--- config.mk ---
export PLATFORM = sky130hd
export DESIGN_NAME = lap_recorder
export DESIGN_NICKNAME = d
export VERILOG_FILES = /design/src/rtl/lap_recorder.sv
export SDC_FILE = /design/constraint.sdc
export NUM_CORES = 1
export LEC_CHECK = 0
export ABC_AREA = 1
export CAP_MARGIN = 30
export CORE_AREA = 3 3 133 110
export CTS_CLUSTER_DIAMETER = 30
export DETAILED_ROUTE_END_ITERATION = 6
export DIE_AREA = 0 0 136 113
export MAX_ROUTING_LAYER = met4
export PLACE_DENSITY = 0.8
export SLEW_MARGIN = 40
export SYNTH_ARGS = -nofsm -noshare
export SYNTH_HDL_FRONTEND = slang
export SYNTH_SLANG_ARGS = --single-unit
--- constraint.sdc ---
create_clock -name clk -period 3.15 [get_ports clk]
set_clock_uncertainty 0.2 [all_clocks]
set_input_delay 0.63 -clock clk [delete_from_list [all_inputs] [get_ports clk]]
set_output_delay 0.63 -clock clk [all_outputs]
set_load 0.02 [all_outputs]
--- src/rtl/lap_recorder.sv ---
// Lap/split recorder between the BCD stopwatch counter and the display driver.
// Keeps the last DEPTH laps in a circular buffer and picks the displayed time.
module lap_recorder #(
  parameter int ADDR_W     = 3,
  parameter int HOLD_TICKS = 30
) (
  input  logic              clk,
  input  logic              reset,
  input  logic              tick_10hz,
  input  logic              running,
  input  logic              lap_pulse,
  input  logic              recall_pulse,
  input  logic              clear_pulse,
  input  logic [3:0]        live_tens,
  input  logic [3:0]        live_ones,
  input  logic [3:0]        live_tenths,
  output logic [3:0]        disp_tens,
  output logic [3:0]        disp_ones,
  output logic [3:0]        disp_tenths,
  output logic [ADDR_W:0]   disp_lap,
  output logic [ADDR_W:0]   lap_count,
  output logic              full,
  output logic [1:0]        mode
);

  localparam int DEPTH  = 1 << ADDR_W;
  localparam int HOLD_W = $clog2(HOLD_TICKS + 1);
  localparam logic [ADDR_W:0]   DEPTH_CNT = (ADDR_W + 1)'(DEPTH);
  localparam logic [HOLD_W-1:0] HOLD_LOAD = HOLD_W'(HOLD_TICKS);

  typedef enum logic [1:0] {
    LIVE   = 2'b00,
    HOLD   = 2'b01,
    RECALL = 2'b10
  } state_t;

  state_t            state, state_next;
  logic [ADDR_W-1:0] wr_ptr, wr_ptr_next, rd_ptr, rd_ptr_next;
  logic [ADDR_W-1:0] newest, older;
  logic [ADDR_W:0]   count_next, disp_lap_next;
  logic              full_next;
  logic [HOLD_W-1:0] hold_cnt, hold_next;
  logic [11:0]       mem [DEPTH];
  logic [11:0]       live_word, disp_next;
  logic              wr_en;

  assign live_word = {live_tens, live_ones, live_tenths};
  assign newest    = wr_ptr - 1'b1;
  assign older     = rd_ptr - 1'b1;
  assign mode      = state;

  always_comb begin
    state_next    = state;
    wr_ptr_next   = wr_ptr;
    rd_ptr_next   = rd_ptr;
    count_next    = lap_count;
    hold_next     = hold_cnt;
    wr_en         = 1'b0;
    disp_next     = {disp_tens, disp_ones, disp_tenths};
    disp_lap_next = disp_lap;

    if (clear_pulse) begin
      state_next  = LIVE;
      wr_ptr_next = '0;
      rd_ptr_next = '0;
      count_next  = '0;
      hold_next   = '0;
    end else if (lap_pulse) begin
      // A lap request while stopped is swallowed, including any recall beside it
      if (running) begin
        wr_en       = 1'b1;
        wr_ptr_next = wr_ptr + 1'b1;
        if (lap_count != DEPTH_CNT)
          count_next = lap_count + 1'b1;
        state_next    = HOLD;
        hold_next     = HOLD_LOAD;
        disp_next     = live_word;
        disp_lap_next = count_next;
      end
    end else if (recall_pulse) begin
      case (state)
        LIVE, HOLD: begin
          if (lap_count != '0) begin
            state_next    = RECALL;
            rd_ptr_next   = newest;
            disp_next     = mem[newest];
            disp_lap_next = lap_count;
          end
        end
        RECALL: begin
          if (disp_lap == (ADDR_W + 1)'(1)) begin
            state_next = LIVE;
          end else begin
            rd_ptr_next   = older;
            disp_next     = mem[older];
            disp_lap_next = disp_lap - 1'b1;
          end
        end
        default: state_next = LIVE;
      endcase
    end else if (state == HOLD && tick_10hz) begin
      hold_next = hold_cnt - 1'b1;
      if (hold_next == '0)
        state_next = LIVE;
    end

    // LIVE always tracks the counter, whatever path led here
    if (state_next == LIVE) begin
      disp_next     = live_word;
      disp_lap_next = '0;
    end

    full_next = (count_next == DEPTH_CNT);
  end

  always_ff @(posedge clk or posedge reset) begin
    if (reset) begin
      state       <= LIVE;
      wr_ptr      <= '0;
      rd_ptr      <= '0;
      lap_count   <= '0;
      hold_cnt    <= '0;
      full        <= 1'b0;
      disp_tens   <= '0;
      disp_ones   <= '0;
      disp_tenths <= '0;
      disp_lap    <= '0;
    end else begin
      state       <= state_next;
      wr_ptr      <= wr_ptr_next;
      rd_ptr      <= rd_ptr_next;
      lap_count   <= count_next;
      hold_cnt    <= hold_next;
      full        <= full_next;
      disp_tens   <= disp_next[11:8];
      disp_ones   <= disp_next[7:4];
      disp_tenths <= disp_next[3:0];
      disp_lap    <= disp_lap_next;
    end
  end

  always_ff @(posedge clk) begin
    if (wr_en)
      mem[wr_ptr] <= live_word;
  end

endmodule

Word level (Yosys, flattened, before mapping)
Memory sizes are Yosys's and may differ from the RTL's.
Cells that the tools add are included.
- register bits after elaboration: 34
- bits in writable memories: 96
- bits of input ports: 19
- output and inout port bits: 23
- logic and storage cells: 96
- memories kept: 1
- memories (memory ; depth ; bits a word ; read ports ; clocked after memory_dff ; write ports ; line ; text):
    mem ; 8 ; 12 ; 2 ; 0 ; 1 ; 43 ; logic [11:0] mem [DEPTH];
- $add $sub $neg: 6
- equality and inequality tests: 14
- multiplexer cells: 48
- reduce and logical (&&, ||, !) cells: 17
- operators by type and width (cell ; count):
    2-to-1 mux 12 bit ; 7
    2-to-1 mux 4 bit ; 11
    2-to-1 mux 5 bit ; 5
    2-to-1 mux 3 bit ; 8
    one-hot mux 12 bit (2 select lines) ; 1
    2-to-1 mux 2 bit ; 8
    != test 4 bit, second input constant ; 3
    != test 3 x 2 -> 1 bit, second input constant ; 3
    nonzero test 3 bit ; 3
    one-hot mux 4 bit (2 select lines) ; 1
    nonzero test 4 bit ; 2
    != test 3 bit, second input constant ; 2
    one-hot mux 3 bit (2 select lines) ; 1
    AND reduction 6 bit ; 1
    nonzero test 2 bit ; 3
    subtractor 3 x 1 -> 3 bit, second input constant ; 2
    zero test 5 bit ; 1
    2-to-1 mux 1 bit ; 5
    AND reduction 5 bit ; 1
    subtractor 5 x 1 -> 5 bit, second input constant ; 1
    adder 4 x 1 -> 4 bit, second input constant ; 1
    == test 4 x 1 -> 1 bit, second input constant ; 1
    == test 4 bit, second input constant ; 1
    zero test 2 bit ; 2
    10 further kinds ; 11

Logic depth before layout (Yosys ltp)
Gate-level depths: netlist of run 1.
- word-level depth: 10
- mapped depth: 17
- depth with buffers taken out: 16

Least setup slack after synthesis of run 1
OpenSTA, ideal clock, no wires.
- kind: input to register
- from: input running
- to: memory mem[6][0], enable pin
- setup time: 396 ps
- arrival time: 1923 ps
- required time: 2554 ps
- setup slack: 630 ps
- cell stages on the path: 4
- buffers on the path: 0
- path through: nand2_1 nor2_1 nand2_1 nor3_1
- cells in the longest elaborated chain, start to end: 5
- RTL lines (what ; line ; text):
    from (decl) ; 10 ; input logic running,
    2-to-1 mux 1 bit ; 70 ; if (running) begin
    2-to-1 mux 1 bit ; 68 ; end else if (lap_pulse) begin
    2-to-1 mux 1 bit ; 62 ; if (clear_pulse) begin
    2-to-1 mux 1 bit ; 143 ; if (wr_en)
    2-to-1 mux 1 bit (not written as such) ; 144 ; mem[wr_ptr] <= live_word;
    to (decl) ; 43 ;
Every way passes these cells.

Final worst setup path of run 1
- from: register wr_ptr[1]
- to: register disp_tenths[3]
- cells in the longest elaborated chain, start to end: 8
- RTL lines (what ; line ; text):
    from (decl) ; 38 ; logic [ADDR_W-1:0] wr_ptr, wr_ptr_next, rd_ptr, rd_ptr_next;
    from (signal assigned) ; 130 ; wr_ptr <= wr_ptr_next;
    subtractor 3 x 1 -> 3 bit ; 48 ; assign newest = wr_ptr - 1'b1;
    memory (8 x 12 bit) ; n/a ;
    2-to-1 mux 12 bit ; 83 ; if (lap_count != '0) begin
    one-hot mux 12 bit (2 select lines) ; 81 ; case (state)
    2-to-1 mux 12 bit ; 80 ; end else if (recall_pulse) begin
    2-to-1 mux 12 bit ; 68 ;
    2-to-1 mux 12 bit ; 62 ;
    2-to-1 mux 12 bit ; 108 ; if (state_next == LIVE) begin
    to (signal assigned) ; 137 ; disp_tenths <= disp_next[3:0];
    to (decl) ; 19 ; output logic [3:0] disp_tenths,
Every way passes these cells. The select of a mux whose other input is x is not followed.
A chain may end at the register's enable or synchronous reset.

==> flow_metrics.tcl, run 1 <==
set metrics [dict create \
    hold_class "register to register" \
    worstHoldStart "disp_ones[0]" \
    sw_frac_of_total_pct 27.6 \
    cts_made_buffers 17 \
    vias_per_cell 5.46 \
    dieArea_um2 15400 \
    tightest_slew_ns 0.719 \
    r2r_start "wr_ptr[1]" \
    criticalPathCategory "register to register" \
    drt_pre_antenna_iters 6 \
    ys_seq_area_share_pct 51.0 \
    fp.dieH_um 113 \
    grt_max_degree 52 \
    reg2reg_depth 14 \
    rsz0062_at_grt "no" \
    dr_total_vias 6540 \
    p_comb_share_pct 16.1 \
    postCtsSetupRepairBufs 0 \
    switchingPower_w 0.00124 \
    start_util_pct 54.6 \
    layout_commonest_cell "nand2_1" \
    nets 1033 \
    crit_fanout 25 \
    synth_xor_area_share_pct 0.598 \
    syn_nets 993 \
    syn_inst 965 \
    ios 42 \
    grt_use_total_pct 25.7 \
    synthAdderAreaFrac_pct 1.54 \
    mostFrequentLayoutCells "nand2_1, nand3_1, inv_1" \
    detail_route.wl_per_cell_um 15.4 \
    regToRegSetupSlack_ns 0.50 \
    clock_sink_count 130 \
    dieWidth_um 136 \
    drc 0 \
    post-route-min-period_ns 2.65 \
    drt-initial-drc-count 614 \
    async_flop_share_pct 26.2 \
    syn_area_um2 7320 \
    maxCapViolations 0 \
    power_density_nw_per_um2 528 \
    cts_resized 0 \
    insertion_delay_ns 0.42 \
    seq_power_share_pct 43.1 \
    gp_congestion 0.892 \
    start_kind "register" \
    critPathRequiredTime_ns 3.31 \
    fp-row-count 38 \
    layout-drive-gt1-share_pct 6.97 \
    dp_hpwl_um 11500 \
    cts_hold_buffers 0 \
    antenna_found_initial 0 \
    final-setup-viol-count 0 \
    grt-ovfl-total 0 \
    syn_to_final_growth_pct 16.1 \
    synth-simple-area-share_pct 33.0 \
    synth_flop_cell "edfxtp_1" \
    hold-worst-slack_ns 0.311 \
    synth_top_family_by_area "simple AND/OR/NAND/NOR gates" \
    ys_warn_count 0 \
    clk_path_buf_depth 2 \
    fmax_ghz 0.377 \
    cts_tree "done" \
    synth_edf_count 96 \
    hold_path_depth 2 \
    avgSynthCellArea_um2 7.58 \
    clock-root-buffer "clkbuf_16" \
    antenna_cells 0 \
    holdPathEnd "disp_ones[0]" \
    ys_ff_latch 130 \
    cts_max_level 4 \
    clockPowerShare_pct 40.8 \
    hold_violations 0 \
    synth_compound_area_share_pct 4.07 \
    core_um2 13400 \
    power_leakage_nw 4.09 \
    ir_worst_vdd_mv 0.488 \
    clk_pin_slew_ns 0.06 \
    finalSetupTns_ns 0 \
    drt_wl_total_um 18500 \
    maxSlewHeadroom_pct 52.0 \
    grt_pass1_vias 6107 \
    io_buffers 41 \
    synthMuxAreaShare_pct 0 \
    cellInternalPower_w 0.00325 \
    period_share_pct 84.3 \
    drv_slew 0 \
    outcome "completed" \
    fill_cells 1113 \
    cp-end-kind "register" \
    ant_nets 0 \
    timing.rr.end "disp_tenths[3]" \
    grt_pass1_wl_um 30000 \
    cp_data_arrival_time_ns 2.82 \
    synth_cell_types 31 \
]
[cells by family (layout without fill, tap and decap cells)]
group	after synthesis	after routing
simple gates	590	590
flops	130	130
fa+ha+maj	9	9
compound gates	49	49
buf+inv	182	235
xor+xnor	5	5
[Yosys cell counts (all sizes together) (8+ instances only)]
master	n	area, µm²
nand2	425	1610
nand3	135	676
clkbuf	26	97.6
buf	19	100
o22ai	8	50.1
ha	9	113
dfrtp	34	851
nor2	25	109
inv	136	510
a21oi	11	66.3
o21ai	22	114
edfxtp	96	2880
[through the flow]
step	setup slack, ns	area (µm²)	utilization (%)	total power, W	cells
after global placement	0.373	7950	59.3	0.00266	1166
after CTS	0.533	8490	63.4	0.00448	1198
final	0.495	8490	63.4	0.00448	1198
after detailed placement	0.343	7950	59.3	0.00267	1166
after global routing	0.292	8490	63.4	0.00466	1198
after floorplan	0.630	7320	-	0.00242	965
[per-layer routing]
layer	share of wire (%)	global-route usage (%)	vias up
met2	47	39.7	370
met3	10	6.04	61
met1	40	33.3	2979
li1	-	-	3130
met5	0	-	-
met4	3.1	9.94	0
[worst max path at each step]
stage | from | to | slack [ns] | depth (start not counted)
3_5_place_dp | lap_pulse | disp_ones[1] | 0.34 | 10
2_1_floorplan | running | mem[6][0] | 0.63 | 4
6_report | wr_ptr[1] | disp_tenths[3] | 0.50 | 14
5_1_grt | wr_ptr[1] | disp_tenths[2] | 0.29 | 14
3_3_place_gp | lap_pulse | disp_tenths[3] | 0.37 | 10
4_1_cts | wr_ptr[1] | disp_tenths[3] | 0.53 | 14
[registers in the layout, summed over array words and instances, names as in the netlist]
name         cells
mode             2
full             1
disp_lap         4
disp_tenths      4
disp_ones        4
wr_ptr           3
lap_count        4
disp_tens        4
hold_cnt         5
mem             96
rd_ptr           3
[power by group through the flow]
stage / Clock (W) / Combinational [W] / Sequential [W]
global route: 0.00192 / 0.000797 / 0.00194
floorplan: 0 / 0.000416 / 0.00200
CTS: 0.00183 / 0.000711 / 0.00193
finish: 0.00183 / 0.000720 / 0.00193
detailed placement: 0 / 0.000705 / 0.00197
global placement: 0 / 0.000696 / 0.00197
[worst max-delay path, stage by stage, from the launching register on]
cell     delay, ns
dfrtp_1       0.40
inv_1         0.19
ha_1          0.29
buf_4         0.21
inv_2         0.45
nand3_1       0.17
nand2_1       0.10
nand2_1       0.05
nand2_1       0.06
o21ai_0       0.14
nand2_1       0.09
nand2_1       0.05
nand2_1       0.07
nand2_1       0.05
nand2_1       0.06
[final cells by class]
class / instances / area (µm²) / share of cell area (%)
clock buffers: 22 / 454 / 5.35
clock inverters: 10 / 87.6 / 1.03
inverters: 137 / 514 / 6.05
multi-input cells: 653 / 2880 / 33.9
flip-flops and latches: 130 / 3730 / 44.0
well taps: 180 / 225 / 2.65
repair buffers: 66 / 598 / 7.04
Power figures use the tool's default switching activity.
==> inputs of run 2 (changes only) <==
--- a/config.mk
+++ b/config.mk
@@ -7,12 +7,12 @@
 export LEC_CHECK = 0
 export ABC_AREA = 1
 export CAP_MARGIN = 30
-export CORE_AREA = 3 3 133 110
+export CORE_AREA = 3 3 135 111
 export CTS_CLUSTER_DIAMETER = 30
 export DETAILED_ROUTE_END_ITERATION = 6
-export DIE_AREA = 0 0 136 113
+export DIE_AREA = 0 0 138 114
 export MAX_ROUTING_LAYER = met4
-export PLACE_DENSITY = 0.8
+export PLACE_DENSITY = 0.82
 export SLEW_MARGIN = 40
 export SYNTH_ARGS = -nofsm -noshare
 export SYNTH_HDL_FRONTEND = slang
==> constraint.sdc (replaced) <==
create_clock -name clk -period 2.4 [get_ports clk]
set_clock_uncertainty 0.2 [all_clocks]
set_input_delay 0.48 -clock clk [delete_from_list [all_inputs] [get_ports clk]]
set_output_delay 0.48 -clock clk [all_outputs]
set_load 0.02 [all_outputs]
==> run 2 against run 1 <==
Sequential power rose by 32%. Combinational power is 43% higher. Clock power grew 33%. Cell count is 2.4% higher. Count of clock-buffer cells in the layout fell by 5. Critical path type is now register to output port.
==> flow_metrics.tcl, run 2 (same netlist as run 1, synthesis figures left out) <==
set metrics [dict create \
    outcome "completed" \
    dr_total_vias 6649 \
    drt_wl_total_um 19600 \
    power_leakage_nw 4.28 \
    ir_worst_vdd_mv 0.639 \
    postCtsSetupRepairBufs 0 \
    max_stage_delay_ns 0.61 \
    dpl_cell_area_um2 8270 \
    clock_sink_count 130 \
    hold_class "input pin to async pin" \
    grt_pass1_wl_um 32500 \
    clock-root-buffer "clkbuf_16" \
    cp_slowest_cell "clkdlybuf4s50_1" \
    layout_commonest_cell "nand2_1" \
    ios 42 \
    drc 0 \
    layout-drive-gt1-share_pct 9.93 \
    vias_per_cell 5.42 \
    grt_pass1_vias 6525 \
    grt_use_total_pct 27.0 \
    dp_hpwl_um 13000 \
    fp-row-count 38 \
    hold_violations 0 \
    grt_max_degree 52 \
    rsz0062_at_grt "no" \
    cp-end-kind "output port" \
    final-setup-viol-count 0 \
    period_share_pct 95.1 \
    cp_data_arrival_time_ns 1.60 \
    regMostFlops "mem" \
    drt_pre_antenna_iters 7 \
    fin_area_um2 8840 \
    maxSlewHeadroom_pct 60.5 \
    antenna_found_initial 0 \
    nets 1062 \
    crit_fanout 5 \
    insertion_delay_ns 0.43 \
    cts_max_level 4 \
    fmax_ghz 0.438 \
    crit_chain "buf_4 > clkdlybuf4s50_1" \
    ant_nets 0 \
    clk_pin_slew_ns 0.06 \
    layout_setup_ws_ns 0.117 \
    power_density_nw_per_um2 679 \
    core_um2 13600 \
    criticalPathCategory "register to output port" \
    antenna_cells 0 \
    utilization_pct 65.0 \
    maxCapViolations 0 \
    mostFrequentLayoutCells "nand2_1, nand3_1, inv_1" \
    reg_top3 "mem x96, hold_cnt x5" \
    dieArea_um2 15700 \
    cts_made_buffers 17 \
    detail_route.wl_per_cell_um 16.0 \
    drt-initial-drc-count 843 \
    gp_congestion 0.927 \
    pre_cts_ws_ns -0.0651 \
    fp.dieH_um 114 \
    syn_to_final_growth_pct 20.9 \
    grt-ovfl-total 0 \
    start_kind "register" \
    io_buffers 41 \
    drv_slew 0 \
    tightest_slew_ns 0.592 \
    cts_tree "done" \
    clk_path_buf_depth 2 \
    largest_reg_flops 96 \
    post-route-min-period_ns 2.28 \
    start_util_pct 53.8 \
    dieWidth_um 138 \
    critPathRequiredTime_ns 1.72 \
]
run 2: changes by cell type in the layout (fill, tap and decap cells not counted), sizes merged:
cell and delta:
inv +4, clkbuf -5, clkinvlp -2, clkinv +3
buf +29
run 2: timing repair:
action / 4_1_cts / 5_1_grt
resized for setup: 0 / 3
hold buffers: 0 / 0
setup endpoints to repair: 0 / 11
run 2: final cells by class:
cell class	instances	area, µm²
well taps	180	225
clock buffers	17	425
clock inverters	15	133
flip-flops and latches	130	3730
inverters	137	514
fillers	1120	4750
repair buffers	95	916
multi-input cells	653	2900
run 2: per-stage QoR:
stage | total power [W] | cells | TNS, ns | hold slack, ns
after detailed placement | 0.00359 | 1195 | -0.842 | 0.293
after global placement | 0.00357 | 1195 | -0.401 | 0.299
final | 0.00601 | 1227 | 0 | 0.251
after global routing | 0.00625 | 1227 | 0 | 0.296
after floorplan | 0.00318 | 965 | 0 | 0.308
after CTS | 0.00601 | 1227 | 0 | 0.267
run 2: critical path: cells and delay by family, from the launching register on:
| kind | cells | cell delay (ns) |
|---|---|---|
| buffers and inverters | 2 | 0.77 |
| flip-flops | 1 | 0.40 |
run 2: where the power goes:
| group | leakage, nW | switching, W | total, W | internal [W] |
|---|---|---|---|---|
| Clock | 0.270 | 0.00101 | 0.00244 | 0.00143 |
| Combinational | 2.70 | 0.000650 | 0.00103 | 0.000381 |
| Sequential | 1.31 | 0.0000458 | 0.00254 | 0.00249 |
| Total | 4.28 | 0.00171 | 0.00601 | 0.00430 |
run 2: path summary, 6_finish.rpt:
check / startpoint / to / slack [ns] / depth (start not counted)
worst max-delay path: mode[0] / mode[0] / 0.12 / 2
worst min-delay path: reset / disp_ones[3] / 0.25 / 3
worst max register to register: mode[1] / disp_tenths[3] / 0.15 / 15
worst min register to register: disp_ones[0] / disp_ones[0] / 0.31 / 2
max in group asynchronous: reset / full / 1.42 / 3
min in group clk: disp_ones[0] / disp_ones[0] / 0.31 / 2
run 2: metal layers:
metal	GRT usage, %	share of wire (%)	vias to the layer above
met5	-	0	-
met4	12.4	4.4	0
met3	7.38	11	73
met2	41.9	46	399
met1	33.2	39	2984
li1	-	-	3193
